`src/rtl/meas_pkg.sv`:
```
// Shared types and constants for the measurement sequencer.
package meas_pkg;

  typedef enum logic [2:0] {
    S_IDLE,
    S_RESET_TGT,
    S_SETTLE,
    S_MEASURE,
    S_REPORT,
    S_TX_WAIT
  } state_t;

  localparam logic [31:0] TIMEOUT_WORD = 32'hFFFF_FFFF;

  // A zero-length interval would never expire on a down-counter, so clamp to one cycle.
  function automatic logic [31:0] at_least_one(input logic [31:0] v);
    return (v == '0) ? 32'd1 : v;
  endfunction

endpackage

```
`src/rtl/meas_seq_cyc_timer.sv`:
```
// Loadable 32-bit down-counter; o_done marks the last cycle of a loaded interval.
module cyc_timer (
  input  logic        i_clk,
  input  logic        i_rst,
  input  logic        i_load,
  input  logic [31:0] i_load_val,
  output logic        o_done
);

  logic [31:0] r_count;

  always_ff @(posedge i_clk) begin
    if (i_rst) begin
      r_count <= '0;
    end else if (i_load) begin
      r_count <= i_load_val;
    end else if (r_count != '0) begin
      r_count <= r_count - 32'd1;
    end
  end

  // Loading N gives N cycles in the new state; the Nth one sees count==1.
  assign o_done = (r_count == 32'd1);

endmodule

```
`src/rtl/meas_seq.sv`:
```
// Target reset / settle / response-time measurement sequencer with result reporting.
module meas_seq #(
  parameter int unsigned RST_CYCLES     = 100000,
  parameter int unsigned SETTLE_CYCLES  = 1000000,
  parameter int unsigned TIMEOUT_CYCLES = 120000000
) (
  input  logic        clk,
  input  logic        rst,
  input  logic        rst_req,
  input  logic        send_done,
  input  logic        resp_edge,
  input  logic [31:0] ticks,
  input  logic        tx_busy,
  output logic        cnt_clr,
  output logic        target_rst,
  output logic        tx_start,
  output logic [31:0] tx_data,
  output logic        ready,
  output logic        timeout
);
  import meas_pkg::*;

  localparam logic [31:0] LD_RST    = at_least_one(32'(RST_CYCLES));
  localparam logic [31:0] LD_SETTLE = at_least_one(32'(SETTLE_CYCLES));
  localparam logic [31:0] LD_MEAS   = at_least_one(32'(TIMEOUT_CYCLES));

  state_t      r_state;
  state_t      w_next;
  logic        r_pending;
  logic        r_seen_busy;
  logic        r_cnt_clr;
  logic [31:0] r_tx_data;
  logic        r_timeout;

  logic        w_load;
  logic [31:0] w_load_val;
  logic        w_done;
  logic        w_clr_pulse;
  logic        w_latch_resp;
  logic        w_latch_to;

  cyc_timer u_timer (
    .i_clk      (clk),
    .i_rst      (rst),
    .i_load     (w_load),
    .i_load_val (w_load_val),
    .o_done     (w_done)
  );

  always_comb begin
    w_next       = r_state;
    w_load       = 1'b0;
    w_load_val   = LD_RST;
    w_clr_pulse  = 1'b0;
    w_latch_resp = 1'b0;
    w_latch_to   = 1'b0;
    case (r_state)
      S_IDLE: begin
        if (rst_req || r_pending) begin
          w_next = S_RESET_TGT;
          w_load = 1'b1;
        end else if (send_done) begin
          w_next      = S_MEASURE;
          w_load      = 1'b1;
          w_load_val  = LD_MEAS;
          w_clr_pulse = 1'b1;
        end
      end
      S_RESET_TGT: begin
        if (rst_req) begin
          w_load = 1'b1;
        end else if (w_done) begin
          w_next     = S_SETTLE;
          w_load     = 1'b1;
          w_load_val = LD_SETTLE;
        end
      end
      S_SETTLE: begin
        if (rst_req) begin
          w_next = S_RESET_TGT;
          w_load = 1'b1;
        end else if (w_done) begin
          w_next = S_IDLE;
        end
      end
      S_MEASURE: begin
        // Abort beats a response, and a response beats expiry in the same cycle.
        if (rst_req) begin
          w_next = S_RESET_TGT;
          w_load = 1'b1;
        end else if (resp_edge) begin
          w_next       = S_REPORT;
          w_latch_resp = 1'b1;
        end else if (w_done) begin
          w_next     = S_REPORT;
          w_latch_to = 1'b1;
        end
      end
      S_REPORT: begin
        if (!tx_busy) w_next = S_TX_WAIT;
      end
      S_TX_WAIT: begin
        if (r_seen_busy && !tx_busy) w_next = S_IDLE;
      end
      default: w_next = S_IDLE;
    endcase
  end

  always_ff @(posedge clk) begin
    if (rst) begin
      r_state     <= S_IDLE;
      r_pending   <= 1'b0;
      r_seen_busy <= 1'b0;
      r_cnt_clr   <= 1'b0;
      r_tx_data   <= '0;
      r_timeout   <= 1'b0;
    end else begin
      r_state   <= w_next;
      r_cnt_clr <= w_clr_pulse;
      if (w_clr_pulse) begin
        r_timeout <= 1'b0;
      end else if (w_latch_to) begin
        r_timeout <= 1'b1;
      end
      if (w_latch_resp) begin
        r_tx_data <= ticks;
      end else if (w_latch_to) begin
        r_tx_data <= TIMEOUT_WORD;
      end
      // IDLE always consumes the pending flag by heading into RESET_TGT.
      if (r_state == S_IDLE) begin
        r_pending <= 1'b0;
      end else if (rst_req && (r_state == S_REPORT || r_state == S_TX_WAIT)) begin
        r_pending <= 1'b1;
      end
      r_seen_busy <= (r_state == S_TX_WAIT) && (r_seen_busy || tx_busy);
    end
  end

  assign cnt_clr    = r_cnt_clr;
  assign target_rst = (r_state == S_RESET_TGT);
  assign tx_start   = (r_state == S_REPORT) && !tx_busy;
  assign tx_data    = r_tx_data;
  assign ready      = (r_state == S_IDLE);
  assign timeout    = r_timeout;

endmodule

```
`config.mk`:
```
export PLATFORM = sky130hd
export DESIGN_NAME = meas_seq
export DESIGN_NICKNAME = d
export VERILOG_FILES = /design/src/rtl/meas_pkg.sv /design/src/rtl/meas_seq_cyc_timer.sv /design/src/rtl/meas_seq.sv
export SDC_FILE = /design/constraint.sdc
export NUM_CORES = 1
export LEC_CHECK = 0
export ABC_AREA = 1
export BUFFER_PORTS_ARGS = -buffer_cell sky130_fd_sc_hd__buf_2
export CAP_MARGIN = 25
export CORE_MARGIN = 2
export CORE_UTILIZATION = 35
export DETAILED_ROUTE_END_ITERATION = 7
export PLACE_DENSITY_LB_ADDON = 0.1
export REMOVE_ABC_BUFFERS = 1
export SKIP_CTS_REPAIR_TIMING = 1
export SYNTH_ARGS = -nofsm -noshare
export SYNTH_HDL_FRONTEND = slang
export SYNTH_HIERARCHICAL = 1
export SYNTH_SLANG_ARGS = --single-unit
```
`constraint.sdc`:
```
create_clock -name clk -period 3 [get_ports clk]
set_clock_uncertainty 0.05 [all_clocks]
set_input_delay 0.75 -clock clk [delete_from_list [all_inputs] [get_ports clk]]
set_output_delay 0.75 -clock clk [all_outputs]
set_load 0.05 [all_outputs]
```
Word level (Yosys, flattened, before mapping):

Cells that the tools add are included.

* reduce and logical (&&, ||, !) cells: 16
* eq/ne operators: 13
* muxes and demuxes: 35
* add/subtract/negate cells: 1

Operator list (number)
* $mux W32: 4
* $mux W27: 2
* $pmux W27 S2: 1
* $mux W20: 2
* $mux W3: 11
* $eq A32 B1 Y1 const B: 1
* $reduce_bool A32 Y1: 1
* $sub A32 B1 Y32 const B: 1
* $pmux W3 S6: 1
* $mux W1: 13
* $reduce_and A7 Y1: 1
* $eq A3 B2 Y1 const B: 2
* $eq A3 B3 Y1 const B: 2
* $ne A2 B2 Y1 const B: 3
* $ne A3 B2 Y1 const B: 2
* $reduce_or A2 Y1: 3
* $logic_and A1 B1 Y1: 4
* $ne A4 B3 Y1 const B: 1
* $reduce_bool A2 Y1: 2
* $eq A3 B1 Y1 const B: 1
* $logic_not A3 Y1: 1
* $logic_or A1 B1 Y1: 3
* $pmux W1 S3: 1
* $ne A2 B1 Y1 const B: 1
* $logic_not A1 Y1: 1

* output and inout bits: 37
* flip-flop bits (word level): 71
* word-level logic and storage cells: 72
* bits of input ports: 38

Longest topological paths before layout:

* depth after elaboration: 7
* gate-level depth with buffers: 15
* depth with buffers taken out: 14

Cells and area by module:

The synthesis kept the hierarchy.

By module, submodules not included
* cyc_timer: area an instance 2285.9 um2, sequential area each 640.6 um2, cells an instance 393, instances 1
* meas_seq: area an instance 1690.4 um2, sequential area each 780.7 um2, cells an instance 216, instances 1

Worst setup path after synthesis:

Ideal clock, no wire load.

* path kind: register to register
* start point: reg r_state[0]
* end point: reg u_timer.r_count[17]
* arrival time: 2251 ps
* buffers on the path: 2
* required time: 2822 ps
* slack: 571 ps
* clock period less this slack: 2429 ps
* cell stages (with the launch flop): 11
* library setup time: 128 ps
* path through: dfxtp_1 inv_1 nor3_2 o21ai_0 nand3_1 buf_2 inv_1 buf_2 or2_2 nand3_1 nor2_1

* elaborated cells between the ends (all ways): 9
* those cells by class: eq/ne (3); mux (3); reduce/logical (3)

RTL lines
* start: declaration: line meas_seq.sv:27 `state_t r_state;`
* start signal: assignment: line meas_seq.sv:118 `r_state <= w_next;`
* $eq A3 B1 Y1 *
* net target_rst: line meas_seq.sv:15 `output logic target_rst,`
* $pmux W1 S3 *: line meas_seq.sv:57 `case (r_state)`
* net w_load: line meas_seq.sv:35 `logic w_load;`
* $mux W32 / $reduce_bool A2 Y1 (equally long branches)
* end signal: assignment: line meas_seq_cyc_timer.sv:16 `r_count <= i_load_val;`
* end signal: assignment: line meas_seq_cyc_timer.sv:18 `r_count <= r_count - 32'd1;`
* end: declaration: line meas_seq_cyc_timer.sv:10 `logic [31:0] r_count;`

The timed path passes the listed nets; every way through them passes the cells marked *.
A chain may end at the register's enable or synchronous reset.

Worst setup path in the final report:

* start point: reg u_timer.r_count[22]
* end point: reg u_timer.r_count[29]

* longest elaborated chain between the ends: 5
* elaborated cells between the ends (all ways): 9
* those cells by class: add/sub (1); eq/ne (1); mux (5); reduce/logical (2)

RTL lines
* $eq A32 B1 Y1 *: line meas_seq_cyc_timer.sv:23 `assign o_done = (r_count == 32'd1);`
* net w_done: line meas_seq.sv:37 `logic w_done;`
* $mux W1 *: line meas_seq.sv:72 `end else if (w_done) begin`
* $mux W1 *: line meas_seq.sv:70 `if (rst_req) begin`
* $pmux W1 S3 *: line meas_seq.sv:57
* net w_load: line meas_seq.sv:35
* $mux W32 / $reduce_bool A2 Y1 (equally long branches)

The timed path passes the listed nets; every way through them passes the cells marked *. The select of a mux whose other input is x is not followed.

==> flow_metrics.env <==
export IMPL_synth_xor_area_share_pct=1.10
export IMPL_outcome="finished clean"
export IMPL_grt_max_degree=34
export IMPL_syn_area_mm2=0.00398
export IMPL_yosysTopAreaCellShare_pct=35.7
export IMPL_synth_top_family_by_area="simple AND/OR/NAND/NOR gates"
export IMPL_power_density_mw_per_mm2=988
export IMPL_io_pins=75
export IMPL_seq_area_mm2=0.00142
export IMPL_grt_overflow=0
export IMPL_ys_seq_elements=71
export IMPL_drv_cap=0
export IMPL_final_cells=843
export IMPL_dp_cells=827
export IMPL_cts_made_buffers=9
export IMPL_synth_area_leader_cell="dfxtp_1"
export IMPL_viasPerCell=4.61
export IMPL_grtUsageTotal_pct=18.1
export IMPL_die_h_um=111
export IMPL_reg2reg_to="u_timer/r_count[29]"
export IMPL_r2r_cells=14
export IMPL_die_x_um=111
export IMPL_postSynthAreaPerCell_um2=6.53
export IMPL_finalHoldViolations=0
export IMPL_drt_iter0_drc=231
export IMPL_path_max_fanout=17
export IMPL_synth_area_top_cells="dfxtp_1 36%, nor2_1 12%, nand2_1 11%"
export IMPL_n_antenna_cell=0
export IMPL_yosysSeqAreaShare_pct=35.7
export IMPL_syn_to_final_growth_pct=22.1
export IMPL_routedWlPerCell_um=12.7
export IMPL_num_rows=38
export IMPL_grt_pass1_wl_um=18200
export IMPL_critical_path_class="flop to flop"
export IMPL_reg2reg_from="u_timer/r_count[22]"
export IMPL_cts_tree="yes"
export IMPL_dp_worst_setup_slack_ns=0.491
export IMPL_start_util_pct=36.2
export IMPL_synth_compound_area_share_pct=10.7
export IMPL_synthSimpleGateAreaFrac_pct=41.5
export IMPL_maxSlewViolCount=0
export IMPL_cp_endpoint="u_timer/r_count[29]"
export IMPL_gp_congestion=0.898
export IMPL_fmax_mhz=402
export IMPL_grt_setup_unrepaired="false"
export IMPL_grtUsageMet3_pct=5.43
export IMPL_grt_busiest_layer="met2"
export IMPL_hpwlAfterDp_um=8110
export IMPL_hold_class="flop to flop"
export IMPL_portBuffers=74
export IMPL_setup_violations=0
export IMPL_htree_levels=3
export IMPL_whs_ns=0.414
export IMPL_tns_ns=0
export IMPL_antenna_found_initial=0
export IMPL_final_area_mm2=0.00486
export IMPL_ys_types=38
export IMPL_vias=3889
export IMPL_tightestPinTransition_ns=0.500
export IMPL_drive_above_1_share_pct=20.9
export IMPL_finalCriticalPeriod_ns=2.49
export IMPL_yosysWarnings=6
export IMPL_synth_mux_area_share_pct=0
export IMPL_cts_root_buf="clkbuf_16"
export IMPL_nets=738
export IMPL_syn_inst=609
export IMPL_grt_met1_usage_pct=24.4
export IMPL_synthAdderAreaFrac_pct=0.629
export IMPL_fin_ws_ns=0.511
export IMPL_period_share_pct=83.0
export IMPL_routed_wl_um=10700
export IMPL_cts_sinks=71
export IMPL_die_area_mm2=0.0122
export IMPL_leakagePower_uw=0.00249
export IMPL_required_ns=3.22
export IMPL_end_kind="flop"
export IMPL_grt_pass1_vias=3720
export IMPL_worst_setup_path_start_kind="flop"
export IMPL_ir_worst_vdd_v=0.000367
export IMPL_nFillCells=1130
export IMPL_startpoint="u_timer/r_count[22]"
export IMPL_ant_nets=0
export IMPL_use_met2_pct=27.8
export IMPL_dpl_cell_area_mm2=0.00457
export IMPL_coreArea_mm2=0.0110
export IMPL_multiInputGateArea_mm2=0.00221
export IMPL_path_clk_slew_ns=0.06
export IMPL_first_pass_iters=5
export IMPL_clk_latency_ns=0.34
export IMPL_clk_path_buf_depth=2
export IMPL_r2r_slack_ns=0.51
export IMPL_drc=0
export IMPL_arrival_ns=2.71
export IMPL_slew_headroom_pct=66.6
synthesized netlist by cell type (all sizes together):
cell    number
a21oi       12
o211ai      33
nand3       45
inv         80
or2         39
nand3b       4
clkbuf      12
dfxtp       71
nor4         1
buf          7
ha           2
o21ba        1
nand2      127
a31oi        2
xor2         4
nor2       134
nor3         5
nand4        7
o21ai       17
conb         2
a211oi       1
xnor2        1
clkinv       2
stage by stage:
step	power (uW)	util (%)
after floorplan	3130	-
after global placement	3790	41.4
after detailed placement	3770	41.6
after CTS	4810	44.2
after global routing	5220	44.2
final	4800	44.2
where the power goes:
| part | internal [uW] | total, uW | switching [uW] |
|---|---|---|---|
| combinational | 789 | 2410 | 1620 |
| sequential | 1150 | 1360 | 211 |
| clock | 570 | 1020 | 453 |
per-layer routing:
metal / part of all wire [%] / routed length (um)
met1: 47 / 5070
met2: 44 / 4730
met3: 6.9 / 735
met4: 1.5 / 159
met5: 0 / 0
critical path: stages (launching register included):
cell and delay [ns]:
dfxtp_1 0.34, nor2_1 0.15, nand2_1 0.09, nor2_1 0.17
nand2_2 0.14, nor3_1 0.34, o21ai_0 0.13, nand3_1 0.10
buf_4 0.23, nor2_4 0.06, nand2_2 0.09, clkinv_2 0.21
nor2_1 0.15, nand2_1 0.06, nor2_1 0.09
final cells by class:
cell class | instances | area share (%)
well taps | 140 | 3.61
clock buffers | 9 | 4.64
multi-input cells | 453 | 45.6
repair buffers | 81 | 9.38
flip-flops and latches | 71 | 29.3
clock inverters | 7 | 1.16
inverters | 82 | 6.36
sequential cells by signal, indices dropped and copies added, names as in the netlist:
name	flops
cnt_clr	1
r_pending	1
r_seen_busy	1
r_state	3
timeout	1
tx_data	32
u_timer/r_count	32
cells by family (layout without fill, tap and decap cells):
family	after synthesis	after routing
simple gates	362	362
buf+inv	101	179
flops	71	71
compound gates	66	66
xor+xnor	5	5
fa+ha+maj	2	2
other cells	2	18
how the worst min path moves through the flow:
stage                       start            endpoint  depth (start not counted)
3_5_place_dp              timeout             timeout                          2
5_1_grt                   timeout             timeout                          2
6_report                  timeout             timeout                          2
2_1_floorplan  u_timer/r_count[1]  u_timer/r_count[1]                          2
3_3_place_gp              timeout             timeout                          2
4_1_cts                   timeout             timeout                          2
placed cells by master (no fill, tap or decap), drive strengths merged:
master      n
nand3b      4
xor2        4
dfxtp      71
o21ai      17
clkbuf      9
nor3        5
a31oi       2
inv        83
clkinv      5
xnor2       1
nand3      45
nor2      134
o211ai     33
o21ba       1
a211oi      1
or2        39
clkinvlp    1
nand2     127
buf        81
conb       18
a21oi      12
ha          2
nand4       7
nor4        1
(Power assumes the default switching activity.)
